==> src/rtl/apb_master_arbiter_pkg.sv <==
// Shared types and constants for the two-requester APB master arbiter.
//   arb_state_t : arbiter FSM state (IDLE / ACCESS)
//   req_id_t    : requester index (0 = m0/CPU, 1 = m1/debug-DMA)
//   PRIO_*      : arbitration policy selectors
package apb_arb_pkg;

    typedef enum logic {
        ARB_IDLE   = 1'b0,
        ARB_ACCESS = 1'b1
    } arb_state_t;

    typedef logic req_id_t;

    localparam int PRIO_RR    = 0;
    localparam int PRIO_FIXED = 1;

endpackage

==> src/rtl/apb_master_arbiter_if.sv <==
// APB4 signal bundle used for both requester ports and the interconnect port.
//   master modport : drives the request (paddr..pstrb), receives the response
//   slave  modport : receives the request, drives the response (pready/prdata/pslverr)
interface apb_master_arbiter_if #(
    parameter int ADDR_W = 32,
    parameter int DATA_W = 32
);
    logic [ADDR_W-1:0]   paddr;
    logic                psel;
    logic                penable;
    logic                pwrite;
    logic [DATA_W-1:0]   pwdata;
    logic [DATA_W/8-1:0] pstrb;
    logic                pready;
    logic [DATA_W-1:0]   prdata;
    logic                pslverr;

    modport master (
        output paddr, psel, penable, pwrite, pwdata, pstrb,
        input  pready, prdata, pslverr
    );

    modport slave (
        input  paddr, psel, penable, pwrite, pwdata, pstrb,
        output pready, prdata, pslverr
    );
endinterface

==> src/rtl/apb_master_arbiter_picker.sv <==
// Combinational winner selection for the APB arbiter.
//   psel       : request vector {m1, m0}
//   last_grant : owner of the most recently completed transfer
//   starve_cnt : consecutive m0 grants made while m1 was waiting
//   valid      : at least one requester is asking
//   winner     : requester to grant this cycle
//   starve_nxt : starve_cnt value to load if this grant is taken
module apb_arb_picker
    import apb_arb_pkg::*;
#(
    parameter int PRIO_MODE    = PRIO_RR,
    parameter int STARVE_LIMIT = 4
) (
    input  logic [1:0] psel,
    input  req_id_t    last_grant,
    input  logic [3:0] starve_cnt,
    output logic       valid,
    output req_id_t    winner,
    output logic [3:0] starve_nxt
);

    localparam logic [3:0] LIMIT = 4'(STARVE_LIMIT);

    always_comb begin
        valid      = |psel;
        winner     = 1'b0;
        starve_nxt = starve_cnt;

        case (psel)
            2'b01:   winner = 1'b0;
            2'b10:   winner = 1'b1;
            2'b11: begin
                if (PRIO_MODE == PRIO_RR) begin
                    winner = ~last_grant;
                end else begin
                    // m0 normally wins; m1 breaks through once m0 has had its quota
                    winner = (starve_cnt == LIMIT);
                end
            end
            default: winner = 1'b0;
        endcase

        if (valid) begin
            if (winner) begin
                starve_nxt = 4'd0;
            end else if (psel[1]) begin
                starve_nxt = (starve_cnt == LIMIT) ? starve_cnt : starve_cnt + 4'd1;
            end else begin
                starve_nxt = 4'd0;
            end
        end
    end

endmodule

==> src/rtl/apb_master_arbiter.sv <==
// Shares one APB4 master port between two requesters, one whole transfer at a
// time, with zero added latency and no bubble between back-to-back transfers.
//   pclk, preset_n : clock, synchronous active-low reset
//   m0, m1         : requester ports (m0 = CPU, m1 = debug/DMA)
//   s              : port toward the peripheral interconnect
//   arb_busy       : a transfer is in its ACCESS phase
//   arb_owner      : current (or most recent) owner, 0 = m0
//   proto_err      : one-cycle pulse when the owner drops psel mid-transfer
//
// state      | meaning
// -----------+-----------------------------------------------------------
// ARB_IDLE   | no transfer in ACCESS; a winner, if any, is in SETUP now
// ARB_ACCESS | forwarding owner's transfer until the slave raises pready
module apb_master_arbiter
    import apb_arb_pkg::*;
#(
    parameter int ADDR_W       = 32,
    parameter int DATA_W       = 32,
    parameter int PRIO_MODE    = PRIO_RR,
    parameter int STARVE_LIMIT = 4
) (
    input  logic                 pclk,
    input  logic                 preset_n,
    apb_master_arbiter_if.slave  m0,
    apb_master_arbiter_if.slave  m1,
    apb_master_arbiter_if.master s,
    output logic                 arb_busy,
    output req_id_t              arb_owner,
    output logic                 proto_err
);

    arb_state_t state, state_nxt;
    req_id_t    owner;
    req_id_t    last_grant;
    logic [3:0] starve_cnt;
    logic       drop_seen;

    logic       pick_valid;
    req_id_t    pick_winner;
    logic [3:0] starve_nxt;
    req_id_t    src_sel;
    logic       owner_psel;
    logic       m0_done;
    logic       m1_done;

    // Requester penable is not needed: SETUP/ACCESS phasing is regenerated here.
    logic unused_penable;
    assign unused_penable = m0.penable ^ m1.penable;

    apb_arb_picker #(
        .PRIO_MODE    (PRIO_MODE),
        .STARVE_LIMIT (STARVE_LIMIT)
    ) u_picker (
        .psel       ({m1.psel, m0.psel}),
        .last_grant (last_grant),
        .starve_cnt (starve_cnt),
        .valid      (pick_valid),
        .winner     (pick_winner),
        .starve_nxt (starve_nxt)
    );

    assign owner_psel = owner ? m1.psel : m0.psel;

    always_ff @(posedge pclk) begin
        if (!preset_n) begin
            state <= ARB_IDLE;
        end else begin
            state <= state_nxt;
        end
    end

    always_comb begin
        state_nxt = state;
        case (state)
            ARB_IDLE:   if (pick_valid) state_nxt = ARB_ACCESS;
            ARB_ACCESS: if (s.pready)   state_nxt = ARB_IDLE;
            default:    state_nxt = ARB_IDLE;
        endcase
    end

    // last_grant resets to 1 so that m0 wins the first round-robin tie.
    always_ff @(posedge pclk) begin
        if (!preset_n) begin
            owner      <= 1'b0;
            last_grant <= 1'b1;
            starve_cnt <= 4'd0;
            drop_seen  <= 1'b0;
        end else if (state == ARB_IDLE) begin
            drop_seen <= 1'b0;
            if (pick_valid) begin
                owner      <= pick_winner;
                starve_cnt <= starve_nxt;
            end
        end else begin
            if (!owner_psel) drop_seen <= 1'b1;
            if (s.pready)    last_grant <= owner;
        end
    end

    always_comb begin
        src_sel   = owner;
        arb_owner = owner;
        s.psel    = 1'b0;
        s.penable = 1'b0;
        case (state)
            ARB_IDLE: begin
                s.psel = pick_valid;
                if (pick_valid) begin
                    src_sel   = pick_winner;
                    arb_owner = pick_winner;
                end else begin
                    src_sel = 1'b0;
                end
            end
            ARB_ACCESS: begin
                s.psel    = 1'b1;
                s.penable = 1'b1;
            end
            default: ;
        endcase

        s.paddr  = src_sel ? m1.paddr  : m0.paddr;
        s.pwrite = src_sel ? m1.pwrite : m0.pwrite;
        s.pwdata = src_sel ? m1.pwdata : m0.pwdata;
        s.pstrb  = src_sel ? m1.pstrb  : m0.pstrb;

        m0_done = (state == ARB_ACCESS) && (owner == 1'b0) && s.pready;
        m1_done = (state == ARB_ACCESS) && (owner == 1'b1) && s.pready;

        m0.pready  = m0_done;
        m0.prdata  = m0_done ? s.prdata : '0;
        m0.pslverr = m0_done & s.pslverr;
        m1.pready  = m1_done;
        m1.prdata  = m1_done ? s.prdata : '0;
        m1.pslverr = m1_done & s.pslverr;

        arb_busy  = (state == ARB_ACCESS);
        proto_err = (state == ARB_ACCESS) && !owner_psel && !drop_seen;
    end

endmodule

==> src/flat_wrapper.sv <==
// flat-port wrapper written by rule: the top's interface ports become plain ports
module apb_master_arbiter_flat import apb_arb_pkg::*;
#(
    parameter int ADDR_W       = 32,
    parameter int DATA_W       = 32,
    parameter int PRIO_MODE    = PRIO_RR,
    parameter int STARVE_LIMIT = 4
)
  (pclk, preset_n, arb_busy, arb_owner, proto_err, m0_paddr, m0_psel, m0_penable, m0_pwrite, m0_pwdata, m0_pstrb, m0_pready, m0_prdata, m0_pslverr, m1_paddr, m1_psel, m1_penable, m1_pwrite, m1_pwdata, m1_pstrb, m1_pready, m1_prdata, m1_pslverr, s_paddr, s_psel, s_penable, s_pwrite, s_pwdata, s_pstrb, s_pready, s_prdata, s_pslverr);
  apb_master_arbiter_if #(.ADDR_W(ADDR_W), .DATA_W(DATA_W)) m0_i ();
  apb_master_arbiter_if #(.ADDR_W(ADDR_W), .DATA_W(DATA_W)) m1_i ();
  apb_master_arbiter_if #(.ADDR_W(ADDR_W), .DATA_W(DATA_W)) s_i ();
  input  logic pclk;
  input  logic preset_n;
  output logic arb_busy;
  output req_id_t arb_owner;
  output logic proto_err;
  input wire logic [$bits(m0_i.paddr)-1:0] m0_paddr;
  input wire logic [$bits(m0_i.psel)-1:0] m0_psel;
  input wire logic [$bits(m0_i.penable)-1:0] m0_penable;
  input wire logic [$bits(m0_i.pwrite)-1:0] m0_pwrite;
  input wire logic [$bits(m0_i.pwdata)-1:0] m0_pwdata;
  input wire logic [$bits(m0_i.pstrb)-1:0] m0_pstrb;
  output wire logic [$bits(m0_i.pready)-1:0] m0_pready;
  output wire logic [$bits(m0_i.prdata)-1:0] m0_prdata;
  output wire logic [$bits(m0_i.pslverr)-1:0] m0_pslverr;
  input wire logic [$bits(m1_i.paddr)-1:0] m1_paddr;
  input wire logic [$bits(m1_i.psel)-1:0] m1_psel;
  input wire logic [$bits(m1_i.penable)-1:0] m1_penable;
  input wire logic [$bits(m1_i.pwrite)-1:0] m1_pwrite;
  input wire logic [$bits(m1_i.pwdata)-1:0] m1_pwdata;
  input wire logic [$bits(m1_i.pstrb)-1:0] m1_pstrb;
  output wire logic [$bits(m1_i.pready)-1:0] m1_pready;
  output wire logic [$bits(m1_i.prdata)-1:0] m1_prdata;
  output wire logic [$bits(m1_i.pslverr)-1:0] m1_pslverr;
  output wire logic [$bits(s_i.paddr)-1:0] s_paddr;
  output wire logic [$bits(s_i.psel)-1:0] s_psel;
  output wire logic [$bits(s_i.penable)-1:0] s_penable;
  output wire logic [$bits(s_i.pwrite)-1:0] s_pwrite;
  output wire logic [$bits(s_i.pwdata)-1:0] s_pwdata;
  output wire logic [$bits(s_i.pstrb)-1:0] s_pstrb;
  input wire logic [$bits(s_i.pready)-1:0] s_pready;
  input wire logic [$bits(s_i.prdata)-1:0] s_prdata;
  input wire logic [$bits(s_i.pslverr)-1:0] s_pslverr;
  assign m0_i.paddr = m0_paddr;
  assign m0_i.psel = m0_psel;
  assign m0_i.penable = m0_penable;
  assign m0_i.pwrite = m0_pwrite;
  assign m0_i.pwdata = m0_pwdata;
  assign m0_i.pstrb = m0_pstrb;
  assign m0_pready = m0_i.pready;
  assign m0_prdata = m0_i.prdata;
  assign m0_pslverr = m0_i.pslverr;
  assign m1_i.paddr = m1_paddr;
  assign m1_i.psel = m1_psel;
  assign m1_i.penable = m1_penable;
  assign m1_i.pwrite = m1_pwrite;
  assign m1_i.pwdata = m1_pwdata;
  assign m1_i.pstrb = m1_pstrb;
  assign m1_pready = m1_i.pready;
  assign m1_prdata = m1_i.prdata;
  assign m1_pslverr = m1_i.pslverr;
  assign s_paddr = s_i.paddr;
  assign s_psel = s_i.psel;
  assign s_penable = s_i.penable;
  assign s_pwrite = s_i.pwrite;
  assign s_pwdata = s_i.pwdata;
  assign s_pstrb = s_i.pstrb;
  assign s_i.pready = s_pready;
  assign s_i.prdata = s_prdata;
  assign s_i.pslverr = s_pslverr;
  apb_master_arbiter #(.ADDR_W(ADDR_W), .DATA_W(DATA_W), .PRIO_MODE(PRIO_MODE), .STARVE_LIMIT(STARVE_LIMIT)) u_core (.pclk(pclk), .preset_n(preset_n), .m0(m0_i), .m1(m1_i), .s(s_i), .arb_busy(arb_busy), .arb_owner(arb_owner), .proto_err(proto_err));
endmodule
==> config.mk <==
export PLATFORM = sky130hd
export DESIGN_NAME = apb_master_arbiter_flat
export DESIGN_NICKNAME = d
export VERILOG_FILES = /design/src/rtl/apb_master_arbiter_pkg.sv /design/src/rtl/apb_master_arbiter_if.sv /design/src/rtl/apb_master_arbiter_picker.sv /design/src/rtl/apb_master_arbiter.sv /design/src/flat_wrapper.sv
export SDC_FILE = /design/constraint.sdc
export NUM_CORES = 1
export LEC_CHECK = 0
export CAP_MARGIN = 0
export CELL_PAD_IN_SITES_DETAIL_PLACEMENT = 1
export CELL_PAD_IN_SITES_GLOBAL_PLACEMENT = 2
export CORE_MARGIN = 2
export CORE_UTILIZATION = 10
export CTS_CLUSTER_SIZE = 25
export DETAILED_ROUTE_END_ITERATION = 6
export HOLD_SLACK_MARGIN = 0.06
export PLACE_DENSITY_LB_ADDON = 0.15
export SLEW_MARGIN = 30
export SYNTH_ARGS = -nofsm -noshare
export SYNTH_HDL_FRONTEND = slang
export SYNTH_SLANG_ARGS = --single-unit
==> constraint.sdc <==
create_clock -name pclk -period 1.8 [get_ports pclk]
set_input_delay 0.18 -clock pclk [delete_from_list [all_inputs] [get_ports pclk]]
set_output_delay 0.18 -clock pclk [all_outputs]
set_load 0.02 [all_outputs]
After elaboration in Yosys (flattened, before gate mapping)
Cells that the tools add are included.
Widths: inputs -> output; s select.
{"block": "word_totals", "out_inout_bits": 142, "register_bits": 4, "elab_cells": 39, "latch_bits": 0, "mem_bits_rw": 0, "inputBits": 178, "rom_bits": 0, "mem_count": 0}
{"block": "classes", "add_sub_neg": 0, "bitwise_logic": 5, "n_eq_ne": 2, "multipliers": 0, "reduce_logical": 11, "mux": 17, "n_div": 0, "n_lt_le_gt_ge": 0, "n_shift": 0}
{"cell": "$mux 32", "n": 4}
{"cell": "$mux 1", "n": 9}
{"cell": "$logic_and 1x1->1", "n": 6}
{"cell": "$pmux 1 s2", "n": 3}
{"cell": "$eq 2x2->1 const B", "n": 2}
{"cell": "$mux 4", "n": 1}
{"cell": "$reduce_and 2->1", "n": 2}
{"cell": "$not 1->1", "n": 3}
{"cell": "$and 1x1->1", "n": 2}
{"cell": "$logic_not 1->1", "n": 2}
{"cell": "$reduce_or 2->1", "n": 1}

Depth between registers and ports, before layout
{"block": "depth", "word_depth": 5, "depth_mapped": 5, "mapped_depth_nobuf": 3}

Modules after synthesis
A second synthesis with hierarchy kept.
{"block": "unflattened", "cells_unflattened": 258, "area_unflattened_um2": 1828.0}
{"module": "apb_master_arbiter", "area_each_um2": 1672.9, "instances": 1, "cells_each": 231}
{"module": "apb_arb_picker", "area_each_um2": 155.1, "instances": 1, "cells_each": 27}

Least setup slack after synthesis
Ideal clock, no wire load.
{"block": "synth_timing", "kind": "register -> output", "start": "register u_core.state (netlist: u_core.arb_busy)", "end": "output s_paddr[25]", "stages_incl_launch_ff": 6, "t_arrival_ns": 1.647, "n_path_buf": 2, "path_slack_ns": -0.027, "path_cell_list": "dfxtp_1 nor2b_1 a22oi_2 buf_6 buf_8 mux2_1"}
{"block": "synth_between", "elab_chain_len": 2}
{"item": "from (decl)", "line_no": "apb_master_arbiter.sv:32", "text": "arb_state_t state, state_nxt;"}
{"item": "from (signal assigned)", "line_no": "apb_master_arbiter.sv:68", "text": "state <= state_nxt;"}
{"item": "$mux 1", "line_no": "apb_master_arbiter.sv:105", "text": "case (state)"}
{"item": "$mux 32", "line_no": "apb_master_arbiter.sv:122", "text": "s.paddr = src_sel ? m1.paddr : m0.paddr;"}
{"item": "to (decl)", "line_no": "flat_wrapper.sv:36", "text": "output wire logic [$bits(s_i.paddr)-1:0] s_paddr;"}
No other way between the ends.

Final worst setup path
{"block": "layout_timing", "start": "register u_core.last_grant", "end": "output s_pwdata[20]"}
{"block": "layout_between", "elab_chain_len": 5}
{"item": "from (decl)", "line_no": "apb_master_arbiter.sv:34", "text": "req_id_t last_grant;"}
{"item": "from (signal assigned)", "line_no": "apb_master_arbiter.sv:96", "text": "if (s.pready) last_grant <= owner;"}
{"item": "$not 1->1", "line_no": "apb_master_arbiter_picker.sv:34", "text": "winner = ~last_grant;"}
{"item": "$pmux 1 s2", "line_no": "apb_master_arbiter_picker.sv:29", "text": "case (psel)"}
{"item": "$mux 1", "line_no": "apb_master_arbiter.sv:108", "text": "if (pick_valid) begin"}
{"item": "$mux 1", "line_no": "apb_master_arbiter.sv:105"}
{"item": "$mux 32", "line_no": "apb_master_arbiter.sv:124", "text": "s.pwdata = src_sel ? m1.pwdata : m0.pwdata;"}
{"item": "to (decl)", "line_no": "flat_wrapper.sv:40", "text": "output wire logic [$bits(s_i.pwdata)-1:0] s_pwdata;"}
No other way between the ends.

==> flow_summary.toml <==
[power]
power_leakage_nw = 2.68
seqPwrFrac = 0.045
netSwitchingPower_mw = 0.757
p_clk_frac = 0.155
power_switching_share = 0.337
pwr-share-comb = 0.800
peakVddDrop_mv = 0.167
internal-power_mw = 1.49
fin_total_pwr_mw = 2.24
power_per_cell_area_nw_per_um2 = 410

[floorplanning]
io_pins = 320
die_x_um = 127
core_area_um2 = 14600
start_util = 0.103
rows = 44
die_h_um = 127
dieArea_um2 = 16100

[final_layout]
fillers = 1685
nNetsFinal = 708
drive_above_1_share = 0.504
finish.utilization = 0.373
areaGrowthSynthToFinish_pct = 262
diodes = 0
final_cells = 712

[global_route]
grt_max_degree = 26
grt-ovfl-total = 0
grt.total_usage = 0.142
grt_antenna_before_repair = 0
grt_pass1_wl_mm = 17.4
grt_pass1_vias = 2624

[clocking]
cts_buffer_depth = 2
cts-buffers-inserted = 3
hold_buffers = 0
h-tree-depth = 1
cts_sinks = 4
cts_tree = "built"
clk_latency_ns = 0.23
cts_root_buffer = "clkbuf_16"
clkTransAtPathRegs_ns = 0.03

[synthesis]
syn_nets = 350
yosysUniqueCellTypes = 20
synth.top_cell.area_share = 0.447
synth_area_per_cell_um2 = 8.79
ys.flop_type = "dfxtp_1"
syn_area_um2 = 1510
seq_area_frac_synth = 0.0530
yosys.area.top_type = "mux2_2"
synthTopCellsByArea = "mux2_2 45%, and2_1 28%, mux2_4 8.9%"
synth_edf_count = 0
ys_ff_latch = 4
ys_warn_count = 0
async_reset_ff_frac = 0
yosys-top-cells-count = "67 x and2_1, 60 x mux2_2, 9 x mux2_4"
synth_cells = 172
synth_most_common_cell = "and2_1"

[sta]
grt_setup_unrepaired = "true"
worst_slack_ns = -0.183
finClkSkew_ns = 0.00127
finalCriticalPeriod_ns = 1.98
worst_pin_slew_ns = 0.256
slew_headroom = 0.830
finalCritPeriodShare = 1.10
fmax_mhz = 504
setup_viol = 68
hold_viol = 0
drv_slew = 0

[placed_design]
gp_congestion = 0.756
dp_hpwl_mm = 11.1
portBuffers = 317
dp_cells = 677

[min_path]
hp-class = "input pin to flop"

[worst_setup_path]
worstSetupStartpointType = "flop"
worstSetupPathType = "flop to output pin"
end_kind = "output pin"
crit_fanout = 7
cp.arrival_ns = 1.80
required_ns = 1.62

[drt]
ant_nets = 0
num_vias = 2717
first_pass_iters = 3
wire_per_inst_um = 19.1
post-route-drc-count = 0
wl_mm = 13.6
first_iter_violations = 71
drt-vias-per-instance = 3.82

[outcome]
violations = "negative setup slack"
status = "finished with violations"

[job]
cap_violations = 0
==> per-stage QoR <==
stage	area [um^2]	worst slack, ns	setup TNS (ns)	hold WS [ns]
after floorplan	1510	0.112	0	0.242
after global placement	5070	-0.585	-56.98	0.429
after detailed placement	5070	-0.616	-58.53	0.440
after CTS	5020	-0.357	-18.13	0.444
after global routing	5470	-0.250	-9.57	0.381
final	5470	-0.183	-5.64	0.349
==> placed cells by master (no fill, tap or decap), drive strengths merged <==
cell type	Yosys	layout
a21oi	2	2
a22o	1	1
a22oi	1	1
and2	67	67
and3	2	2
buf	8	119
clkbuf	7	68
clkdlybuf4s15	0	3
clkdlybuf4s50	0	175
dfxtp	4	4
dlygate4sd2	0	4
dlymetal6s2s	0	2
inv	1	1
mux2	70	70
nand2	4	4
nand2b	1	1
nor2	1	1
nor2b	1	1
nor3b	1	1
or3	1	1
==> flip-flops by register name, indices dropped and copies added, names as in the netlist <==
name	flops
u_core.owner	1
u_core.arb_busy	1
u_core.last_grant	1
u_core.drop_seen	1
==> worst max-delay path, stage by stage, from the launching register on <==
cell and delay (ns):
dfxtp_2 0.33, nand2_2 0.06, a22oi_2 0.22, buf_12 0.17
buf_8 0.11, buf_12 0.12, buf_4 0.11, mux2_2 0.31
buf_2 0.16
==> repair_timing <==
action	in CTS	in global routing
setup endpoints to repair	140	135
buffers inserted	0	28
pin swaps	0	1
resized for setup	316	382
cloned	0	6
==> cell families (layout without fill, tap and decap cells) <==
kind of cell / count (synthesis) / in the layout / share of synthesized area
flip-flops: 4 / 4 / 0.0530
AND/OR/NAND/NOR: 78 / 78 / 0.315
AO/OA/AOI/OAI: 4 / 4 / 0.0207
buffers and inverters: 16 / 372 / 0.0670
multiplexers: 70 / 70 / 0.544
==> worst paths after layout <==
kind / startpoint / endpoint / slack (ns) / depth (start not counted)
hold reg to reg: u_core.drop_seen$_SDFFE_PN0N_ / u_core.drop_seen$_SDFFE_PN0N_ / 0.44 / 2
hold / removal: m1_psel / u_core.drop_seen$_SDFFE_PN0N_ / 0.35 / 3
setup / recovery: u_core.last_grant$_SDFFE_PN1P_ / s_pwdata[20] / -0.18 / 8
setup reg to reg: u_core.arb_busy$_SDFF_PN0_ / u_core.owner$_SDFF_PN0_ / 0.58 / 5
==> cell type report <==
| type | instances | area [um^2] | area share |
|---|---|---|---|
| Clock buffer | 3 | 75.1 | 0.0137 |
| Inverter | 1 | 3.75 | 0.000686 |
| Multi-Input combinational cell | 152 | 1530 | 0.280 |
| Sequential cell | 4 | 82.6 | 0.0151 |
| Tap cell | 184 | 230 | 0.0421 |
| Timing Repair Buffer | 368 | 3550 | 0.648 |
==> metal layers <==
layer,global-route usage,vias up,routed length (um)
met5,0,-,0
met4,0.0194,0,65
met3,0.0582,5,1560
met2,0.277,172,7300
met1,0.144,1240,4690
li1,-,1300,-
==> power groups by stage <==
| stage | combinational [mW] | sequential, mW | clock, mW |
|---|---|---|---|
| after floorplan | 0.603 | 0.106 | 0 |
| after global placement | 1.53 | 0.102 | 0 |
| after detailed placement | 1.53 | 0.102 | 0 |
| after CTS | 1.42 | 0.101 | 0.353 |
| after global routing | 1.88 | 0.103 | 0.359 |
| final | 1.80 | 0.102 | 0.347 |
No activity file was read; power rests on OpenSTA's default activity.
